File: src/rtl/iobus_pkg.sv
// Shared constants, FSM state type and strobe indices for the IO bus connector
// and related bus bridges.
package iobus_pkg;

    localparam int IOB_W   = 36;
    localparam int PI_W    = 7;
    localparam int IOS_W   = 7;
    localparam int SEL_W   = 4;
    localparam int MAX_NS  = 16;
    localparam int NUM_STB = 9;

    typedef enum logic {
        IDLE = 1'b0,
        XFER = 1'b1
    } state_e;

    // Bit positions of the master strobes inside the packed strobe vector.
    localparam int STB_POWERON     = 0;
    localparam int STB_RESET       = 1;
    localparam int STB_DATAO_CLEAR = 2;
    localparam int STB_DATAO_SET   = 3;
    localparam int STB_CONO_CLEAR  = 4;
    localparam int STB_CONO_SET    = 5;
    localparam int STB_FM_DATAI    = 6;
    localparam int STB_FM_STATUS   = 7;
    localparam int STB_RDI_PULSE   = 8;

    // Strobes that open or sustain a command transfer.
    localparam logic [NUM_STB-1:0] CMD_MASK = 9'b1_1111_1100;

endpackage

File: src/rtl/iobus_decode.sv
// Device-code decoder: compares a device code against a table of NS codes and
// returns the hit vector plus the lowest matching index. Purely combinational.
module iobus_decode
    import iobus_pkg::*;
#(
    parameter int                        NS       = 4,
    parameter logic [MAX_NS*IOS_W-1:0]   DEVCODES = '0
) (
    input  logic [IOS_W-1:0] ios,
    output logic [NS-1:0]    hit,
    output logic [SEL_W-1:0] sel,
    output logic             valid
);

    for (genvar gi = 0; gi < NS; gi++) begin : g_cmp
        assign hit[gi] = (ios == DEVCODES[gi*IOS_W +: IOS_W]);
    end

    // Scan downward so the lowest matching index is the one left standing.
    always_comb begin
        sel = '0;
        for (int k = NS - 1; k >= 0; k--) begin
            if (hit[k]) begin
                sel = SEL_W'(k);
            end
        end
    end

    assign valid = |hit;

endmodule

File: src/rtl/iobus_n_connect.sv
// Registered connector between one IO bus master and NS slave devices.
// Build option: define IOBUS_NODEV_EN for the no-device flag and floating-bus reads.
module iobus_n_connect
    import iobus_pkg::*;
#(
    parameter int                      NS          = 4,
    parameter logic [MAX_NS*IOS_W-1:0] DEVCODES    = '0,
    parameter bit                      BCAST_RESET = 1'b1
) (
    input  logic              clk,
    input  logic              reset,
    input  logic              m_iob_poweron,
    input  logic              m_iob_reset,
    input  logic              m_datao_clear,
    input  logic              m_datao_set,
    input  logic              m_cono_clear,
    input  logic              m_cono_set,
    input  logic              m_iob_fm_datai,
    input  logic              m_iob_fm_status,
    input  logic              m_rdi_pulse,
    input  logic [3:9]        m_ios,
    input  logic [0:35]       m_iob_write,
    output logic [1:7]        m_pi_req,
    output logic [0:35]       m_iob_read,
    output logic              m_dr_split,
    output logic              m_rdi_data,
    output logic              m_nodev,
    output logic [0:NS-1]     s_iob_poweron,
    output logic [0:NS-1]     s_iob_reset,
    output logic [0:NS-1]     s_datao_clear,
    output logic [0:NS-1]     s_datao_set,
    output logic [0:NS-1]     s_cono_clear,
    output logic [0:NS-1]     s_cono_set,
    output logic [0:NS-1]     s_iob_fm_datai,
    output logic [0:NS-1]     s_iob_fm_status,
    output logic [0:NS-1]     s_rdi_pulse,
    output logic [3:9]        s_ios,
    output logic [0:35]       s_iob_write,
    input  logic [0:NS*7-1]   s_pi_req,
    input  logic [0:NS*36-1]  s_iob_read,
    input  logic [0:NS-1]     s_dr_split,
    input  logic [0:NS-1]     s_rdi_data
);

`ifdef IOBUS_NODEV_EN
    localparam bit NODEV_EN = 1'b1;
`else
    localparam bit NODEV_EN = 1'b0;
`endif
    localparam logic [0:IOB_W-1] MISS_CAP = NODEV_EN ? '1 : '0;

    logic [NUM_STB-1:0]           m_stb;
    logic                         cmd;
    logic                         rd;
    logic [NS-1:0]                hit;
    logic [NS-1:0]                first_hit;
    logic [SEL_W-1:0]             win_sel;
    logic                         win_valid;
    state_e                       state_q, state_d;
    logic [SEL_W-1:0]             sel_q, sel_d, route_sel;
    logic                         valid_q, valid_d, route_valid;
    logic                         nodev_q, nodev_d;
    logic [0:IOB_W-1]             cap_q, cap_d, slave_rd;
    logic [0:NS-1]                route_mask;
    logic [NUM_STB-1:0][0:NS-1]   stb_q, stb_d;
    logic [3:9]                   ios_q;
    logic [0:IOB_W-1]             wr_q;
    logic [1:PI_W]                pi_q, pi_d;
    logic                         dr_q, dr_d, rdi_q, rdi_d;

    assign m_stb[STB_POWERON]     = m_iob_poweron;
    assign m_stb[STB_RESET]       = m_iob_reset;
    assign m_stb[STB_DATAO_CLEAR] = m_datao_clear;
    assign m_stb[STB_DATAO_SET]   = m_datao_set;
    assign m_stb[STB_CONO_CLEAR]  = m_cono_clear;
    assign m_stb[STB_CONO_SET]    = m_cono_set;
    assign m_stb[STB_FM_DATAI]    = m_iob_fm_datai;
    assign m_stb[STB_FM_STATUS]   = m_iob_fm_status;
    assign m_stb[STB_RDI_PULSE]   = m_rdi_pulse;

    assign cmd = |(m_stb & CMD_MASK);
    assign rd  = m_iob_fm_datai | m_iob_fm_status;

    iobus_decode #(
        .NS       (NS),
        .DEVCODES (DEVCODES)
    ) u_decode (
        .ios   (m_ios),
        .hit   (hit),
        .sel   (win_sel),
        .valid (win_valid)
    );

    // Isolate the lowest set bit: the one-hot form of the winning slave.
    assign first_hit = hit & (~hit + NS'(1));

    // Route through the latched slave once a transfer is open, else the live decode.
    always_comb begin
        route_mask = '0;
        if (state_q == XFER) begin
            route_sel   = sel_q;
            route_valid = valid_q;
            for (int k = 0; k < NS; k++) begin
                route_mask[k] = valid_q && (sel_q == SEL_W'(k));
            end
        end else begin
            route_sel   = win_sel;
            route_valid = win_valid;
            for (int k = 0; k < NS; k++) begin
                route_mask[k] = first_hit[k];
            end
        end
        slave_rd = '0;
        for (int k = 0; k < NS; k++) begin
            if (route_sel == SEL_W'(k)) begin
                slave_rd = s_iob_read[k*IOB_W +: IOB_W];
            end
        end
    end

    always_comb begin
        state_d = state_q;
        sel_d   = sel_q;
        valid_d = valid_q;
        nodev_d = nodev_q;
        cap_d   = cap_q;
        if (state_q == IDLE) begin
            if (cmd) begin
                state_d = XFER;
                sel_d   = win_sel;
                valid_d = win_valid;
                nodev_d = NODEV_EN && !win_valid;
            end
        end else if (!cmd) begin
            state_d = IDLE;
            cap_d   = '0;
        end
        if (cmd && rd) begin
            cap_d = route_valid ? slave_rd : MISS_CAP;
        end
        if (m_iob_reset) begin
            state_d = IDLE;
            cap_d   = '0;
            nodev_d = 1'b0;
        end
    end

    always_comb begin
        for (int i = 0; i < NUM_STB; i++) begin
            if (BCAST_RESET && (i == STB_POWERON || i == STB_RESET)) begin
                stb_d[i] = {NS{m_stb[i]}};
            end else if (CMD_MASK[i]) begin
                stb_d[i] = m_iob_reset ? '0 : (route_mask & {NS{m_stb[i]}});
            end else begin
                stb_d[i] = route_mask & {NS{m_stb[i]}};
            end
        end
        pi_d = '0;
        for (int k = 0; k < NS; k++) begin
            pi_d = pi_d | s_pi_req[k*PI_W +: PI_W];
        end
        dr_d  = |s_dr_split;
        rdi_d = |s_rdi_data;
    end

    always_ff @(posedge clk) begin
        if (reset) begin
            state_q <= IDLE;
            sel_q   <= '0;
            valid_q <= 1'b0;
            nodev_q <= 1'b0;
            cap_q   <= '0;
            stb_q   <= '0;
            ios_q   <= '0;
            wr_q    <= '0;
            pi_q    <= '0;
            dr_q    <= 1'b0;
            rdi_q   <= 1'b0;
        end else begin
            state_q <= state_d;
            sel_q   <= sel_d;
            valid_q <= valid_d;
            nodev_q <= nodev_d;
            cap_q   <= cap_d;
            stb_q   <= stb_d;
            ios_q   <= m_ios;
            wr_q    <= m_iob_write;
            pi_q    <= pi_d;
            dr_q    <= dr_d;
            rdi_q   <= rdi_d;
        end
    end

    assign s_iob_poweron   = stb_q[STB_POWERON];
    assign s_iob_reset     = stb_q[STB_RESET];
    assign s_datao_clear   = stb_q[STB_DATAO_CLEAR];
    assign s_datao_set     = stb_q[STB_DATAO_SET];
    assign s_cono_clear    = stb_q[STB_CONO_CLEAR];
    assign s_cono_set      = stb_q[STB_CONO_SET];
    assign s_iob_fm_datai  = stb_q[STB_FM_DATAI];
    assign s_iob_fm_status = stb_q[STB_FM_STATUS];
    assign s_rdi_pulse     = stb_q[STB_RDI_PULSE];

    assign s_ios       = ios_q;
    assign s_iob_write = wr_q;
    assign m_pi_req    = pi_q;
    assign m_dr_split  = dr_q;
    assign m_rdi_data  = rdi_q;
    assign m_nodev     = nodev_q;
    assign m_iob_read  = m_iob_write | cap_q;

endmodule

File: config.mk
export PLATFORM = sky130hd
export DESIGN_NAME = iobus_n_connect
export DESIGN_NICKNAME = d
export VERILOG_FILES = /design/src/rtl/iobus_pkg.sv /design/src/rtl/iobus_decode.sv /design/src/rtl/iobus_n_connect.sv
export SDC_FILE = /design/constraint.sdc
export NUM_CORES = 1
export LEC_CHECK = 0
export ABC_AREA = 1
export BUFFER_PORTS_ARGS = -buffer_cell sky130_fd_sc_hd__buf_2
export CAP_MARGIN = 20
export CORE_AREA = 2 2 138 140
export DETAILED_ROUTE_END_ITERATION = 8
export DIE_AREA = 0 0 140 142
export SKIP_CTS_REPAIR_TIMING = 1
export SLEW_MARGIN = 5
export SYNTH_ARGS = -nofsm -noshare
export SYNTH_HDL_FRONTEND = slang
export SYNTH_SLANG_ARGS = --single-unit
File: constraint.sdc
create_clock -name clk -period 1.04 [get_ports clk]
set_input_delay 0.104 -clock clk [delete_from_list [all_inputs] [get_ports clk]]
set_output_delay 0.104 -clock clk [all_outputs]
set_load 0.02 [all_outputs]
After elaboration in Yosys (flattened, before gate mapping)

Index checks and enable logic that the tools add are counted.

Add/sub/neg operators: 1
Multipliers: 0
Div/mod/pow operators: 0
Order comparisons: 0
Equality and inequality tests: 1
Shifts and indexed selects: 0
Mux-type cells: 7
Bitwise logic cells: 15
Reductions and logical operators: 9

Operators by type and width:

| operator            | number |
|---|---|
| $mux 36             | 4 |
| $or 36x36->36       | 1 |
| $and 4x4->4         | 8 |
| $or 7x7->7          | 3 |
| $reduce_or 4->1     | 2 |
| $logic_not 7->1     | 1 |
| $reduce_or 7->1     | 1 |
| $add 4x1->4 const B | 1 |
| $mux 4              | 1 |
| $not 4->4           | 1 |
| $reduce_and 2->1    | 2 |
| $mux 1              | 2 |
| $ne 2x1->1 const B  | 1 |
| $reduce_bool 2->1   | 1 |
| $reduce_or 2->1     | 1 |
| $logic_and 1x1->1   | 1 |
| $not 1->1           | 1 |
| $or 1x1->1          | 1 |

Bits in registers: 120
Bits in latches: 0
Bits in writable memories: 0
Memory bits (read-only): 0
Bits of input ports: 234
Output and inout port bits: 125
Logic and storage cells: 50
Memories kept: 0

Logic depth before layout (Yosys ltp)

Word-level depth: 6
Depth in mapped cells: 7
Gate-level depth less buffers: 7

By module

From an unflattened synthesis, not the netlist that was laid out.

Cells, all modules: 763
Area total of the unflattened synthesis: 5691.7 µm²

By module, submodules not included:

| module          | instances | cells each | area each (µm²) | seq. area each (µm²) |
|---|---|---|---|---|
| iobus_n_connect | 1         | 747        | 5601.6          | 2482.4 |
| iobus_decode    | 1         | 16         | 90.1            | 0.0 |

Worst setup path before layout

No wires, ideal clock.

Path type: register to register
Start point: register state_q
End point: register cap_q[1] in the netlist's numbering
Library setup time: 0.114 ns
Arrival: 0.939 ns
Data required time: 0.926 ns
Path slack: -0.013 ns
Stages on the path, launching flop included: 7
Buffers on the path: 1
Period minus slack after synthesis: 1.053 ns
Cell sequence: dfxtp_1 > inv_1 > nor2_1 > nor2_4 > buf_4 > nand4_1 > nand2_1

Cells in the longest elaborated chain, start to end: 3
Elaborated cells between the ends (all ways): 5
Those cells by class: 3 x mux; 2 x reduce/logical

Ends and longest elaborated chain:

| item                   | RTL line               | source |
|---|---|---|
| start, declared        | iobus_n_connect.sv:59  | `state_e state_q, state_d;` |
| start signal, assigned | iobus_n_connect.sv:180 | `state_q <= state_d;` |
| $mux 1                 | iobus_n_connect.sv:100 | `if (state_q == XFER) begin` |
| $mux 36                | iobus_n_connect.sv:139 | `cap_d = route_valid ? slave_rd : MISS_CAP;` |
| $mux 36                | iobus_n_connect.sv:138 | `if (cmd && rd) begin` |
| end signal, assigned   | iobus_n_connect.sv:184 | `cap_q <= cap_d;` |
| end, declared          | iobus_n_connect.sv:63  | `logic [0:IOB_W-1] cap_q, cap_d, slave_rd;` |

Several ways; a longest one is shown, not always the timed one.
A chain may end at the register's enable or synchronous reset.

Worst setup path in the final report

Start point: register cap_q[32] in the netlist's numbering
End point: output m_iob_read[32] in the netlist's numbering

Cells in the longest elaborated chain, start to end: 1

Ends and longest elaborated chain:

| item          | RTL line               | source |
|---|---|---|
| $or 36x36->36 | iobus_n_connect.sv:210 | `assign m_iob_read = m_iob_write \| cap_q;` |
| end, declared | iobus_n_connect.sv:24  | `output logic [0:35] m_iob_read,` |

Every way passes these cells.

==> impl_metrics.prom <==
# TYPE chip_impl_metric gauge
chip_impl_metric{name="synth.avg_cell_area",unit="µm²"} 8.44
chip_impl_info{name="layout_common_cells",value="sky130_fd_sc_hd__buf_2 (192), sky130_fd_sc_hd__nor2_1 (66), sky130_fd_sc_hd__dfxtp_1 (62)"} 1
chip_impl_metric{name="area_growth_syn_to_layout",unit="%"} 79.3
chip_impl_metric{name="grt_overflow",unit=""} 0
chip_impl_metric{name="floorplan.io_pins",unit=""} 359
chip_impl_metric{name="drt_iter0_drc",unit=""} 109
chip_impl_info{name="outcome",value="complete, but fails checks"} 1
chip_impl_info{name="rsz_0062_raised_after_global_routing",value="true"} 1
chip_impl_metric{name="fp.dieArea",unit="µm²"} 19900
chip_impl_info{name="synthTopCellsByArea",value="sky130_fd_sc_hd__dfxtp_1 (53%), sky130_fd_sc_hd__nor2_1 (7.1%), sky130_fd_sc_hd__buf_4 (6.9%)"} 1
chip_impl_metric{name="drtPass1Iterations",unit=""} 7
chip_impl_metric{name="track_usage",unit="%"} 11.7
chip_impl_metric{name="report.final.setup_viol",unit=""} 73
chip_impl_metric{name="cp_data_required_time",unit="ps"} 940
chip_impl_metric{name="std_cell_rows",unit=""} 50
chip_impl_metric{name="numPortBuffers",unit=""} 228
chip_impl_metric{name="place.detailed.hpwl",unit="µm"} 9080
chip_impl_metric{name="tritoncts_num_sinks",unit=""} 99
chip_impl_metric{name="fin_worst_hold_slack",unit="ps"} -14.2
chip_impl_metric{name="core_area",unit="µm²"} 18500
chip_impl_metric{name="powerDensity",unit="nW/µm²"} 1360
chip_impl_metric{name="postLayoutCoreUtil",unit="%"} 36.2
chip_impl_info{name="worstSetupStartpoint",value="cap_q[32]"} 1
chip_impl_metric{name="worst_path_largest_cell_delay",unit="ps"} 330
chip_impl_metric{name="fmax",unit="MHz"} 880
chip_impl_info{name="failed_checks",value="design-rule violations, negative hold slack, negative setup slack"} 1
chip_impl_metric{name="fillerInstances",unit=""} 1873
chip_impl_metric{name="die_h",unit="µm"} 142
chip_impl_metric{name="power",unit="mW"} 9.07
chip_impl_metric{name="drc_errors",unit=""} 22
chip_impl_info{name="worst_hold_startpoint",value="m_iob_write[13]"} 1
chip_impl_metric{name="synthesis.area",unit="µm²"} 3720
chip_impl_metric{name="timing.clock.skew",unit="ps"} 9.19
chip_impl_metric{name="yosys_warnings",unit=""} 0
chip_impl_info{name="most_common_cell_after_layout_fill_and_taps_aside",value="sky130_fd_sc_hd__buf_2"} 1
chip_impl_metric{name="wirelength",unit="µm"} 14000
chip_impl_metric{name="initial_antenna_violation_count",unit=""} 2
chip_impl_metric{name="syn_inst",unit=""} 441
chip_impl_metric{name="worstPathArrival",unit="ps"} 1030
chip_impl_metric{name="max_cap_viol_count",unit=""} 0
chip_impl_metric{name="hold_viol",unit=""} 10
chip_impl_info{name="cts_tree",value="done"} 1
chip_impl_info{name="cp_top_family",value="flip-flops"} 1
chip_impl_metric{name="gp_congestion",unit=""} 0.717
chip_impl_metric{name="initial_core_util",unit="%"} 20.2
chip_impl_metric{name="synth.distinct_cells",unit=""} 22
chip_impl_info{name="critPathSlowestCell",value="sky130_fd_sc_hd__dfxtp_2"} 1
chip_impl_metric{name="final_period_minus_worst_setup_slack",unit="ps"} 1140
chip_impl_metric{name="grt_start_max_net_pins",unit=""} 55
chip_impl_metric{name="yosys.area.top_type_share",unit="%"} 53.2
chip_impl_metric{name="ant_nets",unit=""} 0
chip_impl_metric{name="vias_in_the_first_global_route",unit=""} 3286
chip_impl_metric{name="max-vdd-ir-drop",unit="V"} 0.000705
chip_impl_metric{name="ys_seq_elements",unit=""} 99
chip_impl_metric{name="clock_latency",unit="ps"} 350
chip_impl_metric{name="leakagePower",unit="nW"} 3.42
chip_impl_info{name="start_kind",value="flop"} 1
chip_impl_metric{name="clock_tree.buffer_depth",unit=""} 2
chip_impl_metric{name="worst-path-max-fanout",unit=""} 2
chip_impl_info{name="netlist.top_cell.by_area",value="sky130_fd_sc_hd__dfxtp_1"} 1
chip_impl_info{name="end_kind",value="primary output"} 1
chip_impl_metric{name="final_worst_path_setup_slack",unit="ps"} -95.9
chip_impl_metric{name="grt_pass1_wl",unit="µm"} 17400
chip_impl_metric{name="post_route_cells_drive_above_1_share",unit="%"} 49.5
chip_impl_metric{name="cp_bufs_invs",unit=""} 1
chip_impl_metric{name="post_drt_wl_per_cell",unit="µm"} 14.2
chip_impl_metric{name="number_of_antenna_cells_inserted",unit=""} 0
chip_impl_info{name="clock_tree_root_buffer_cell",value="sky130_fd_sc_hd__clkbuf_16"} 1
chip_impl_info{name="min_path_type",value="in2reg"} 1
chip_impl_metric{name="final_net_count",unit=""} 981
chip_impl_metric{name="via_total_after_detailed_routing",unit=""} 3967
chip_impl_metric{name="clk_transition_reported_paths",unit="ps"} 70
chip_impl_metric{name="die_width",unit="µm"} 140
chip_impl_metric{name="cts_made_buffers",unit=""} 9
chip_impl_info{name="worst-setup-path-type",value="reg2out"} 1
chip_impl_metric{name="timing.final.max_slew_violations",unit=""} 0
chip_impl_metric{name="drt-vias-per-instance",unit=""} 4.03
chip_impl_metric{name="htreeDepth",unit=""} 3
chip_impl_info{name="crit-reg2reg-launch",value="state_q"} 1
chip_impl_metric{name="share_of_synthesized_area_occupied_by_flip_flops_and_latches",unit="%"} 53.2
chip_impl_metric{name="final_worst_path_period_share",unit="%"} 109
chip_impl_metric{name="detailedPlace.worstSlack",unit="ps"} -324
chip_impl_info{name="cp_cell_sequence",value="or2_4 > buf_6"} 1
## flip-flops by register name, indices dropped and copies added (netlist names), 7 cells and up
name,flops
cap_q,36
m_pi_req,7
s_iob_write,36
s_ios,7
## per-stage QoR
stage               cells  area (µm²)  hold WS (ps)  setup TNS, ps
floorplan             462        3800           211              0
global placement      898        5140           310          -9040
detailed placement    898        5140           320         -10200
CTS                   913        5430         -58.5          -7890
global route          985        6680         -1.75          -7820
finish                985        6680         -14.2          -4260
## kinds of logic (layout without fill, tap and decap cells)
logic type	count (synthesis)	after routing	synth area share, %
AO/OA/AOI/OAI	13	13	2.35
buffers and inverters	103	390	14.7
flip-flops	99	99	53.2
other	1	22	0.101
AND/OR/NAND/NOR	225	227	29.6
## area by class of cell
type                       instances  area [µm²]  area share, %
clock buffer                      12         267           3.99
clock inverter                     3        22.5          0.337
inverter                          55         206           3.09
multi-input combinational        262        1430           21.4
sequential                        99        2030           30.4
tap                              234         293           4.39
timing repair buffer             320        2430           36.4
## synth_stat cells
master                     instances
sky130_fd_sc_hd__dfxtp_1          99
sky130_fd_sc_hd__nor2_1           70
sky130_fd_sc_hd__inv_1            53
sky130_fd_sc_hd__nand2_1          41
sky130_fd_sc_hd__nand3_1          37
sky130_fd_sc_hd__or2_2            36
sky130_fd_sc_hd__buf_4            34
sky130_fd_sc_hd__nand4_1          25
sky130_fd_sc_hd__nor4_1            9
sky130_fd_sc_hd__clkbuf_1          8
sky130_fd_sc_hd__o21ai_0           7
sky130_fd_sc_hd__buf_6             4
sky130_fd_sc_hd__o21ai_2           3
sky130_fd_sc_hd__buf_2             2
sky130_fd_sc_hd__inv_2             2
sky130_fd_sc_hd__nand2_4           2
sky130_fd_sc_hd__nor2_2            2
sky130_fd_sc_hd__nor2_4            2
sky130_fd_sc_hd__o21ai_1           2
sky130_fd_sc_hd__conb_1            1
sky130_fd_sc_hd__nand2_2           1
sky130_fd_sc_hd__o21ai_4           1
## layer usage
metal | share of wire [%] | GRT usage (%) | vias up
li1 | - | - | 1957
met4 | 2.0 | 5.48 | 2
met5 | 0.093 | 0 | -
met1 | 43 | 14.5 | 1798
met3 | 6.6 | 2.42 | 20
met2 | 48 | 19.7 | 190
## power by group
| group | internal [mW] | switching, mW |
|---|---|---|
| Combinational | 0.879 | 0.885 |
| Sequential | 3.93 | 0.0472 |
| Clock | 1.81 | 1.51 |
| Total | 6.62 | 2.45 |
## final timing paths
kind,slack (ps),end,cells after the start
worst max-delay path,-100,m_iob_read[32],2
worst min register to register,470,cap_q[33],2
worst min-delay path,-10,s_iob_write[13],3
worst max register to register,-70,cap_q[16],7
## worst min-delay path, cell delays in order
cell                     delay, ps
sky130_fd_sc_hd__buf_2         110
sky130_fd_sc_hd__inv_1          40
sky130_fd_sc_hd__nor2_1         30
Power figures use the tool's default switching activity.
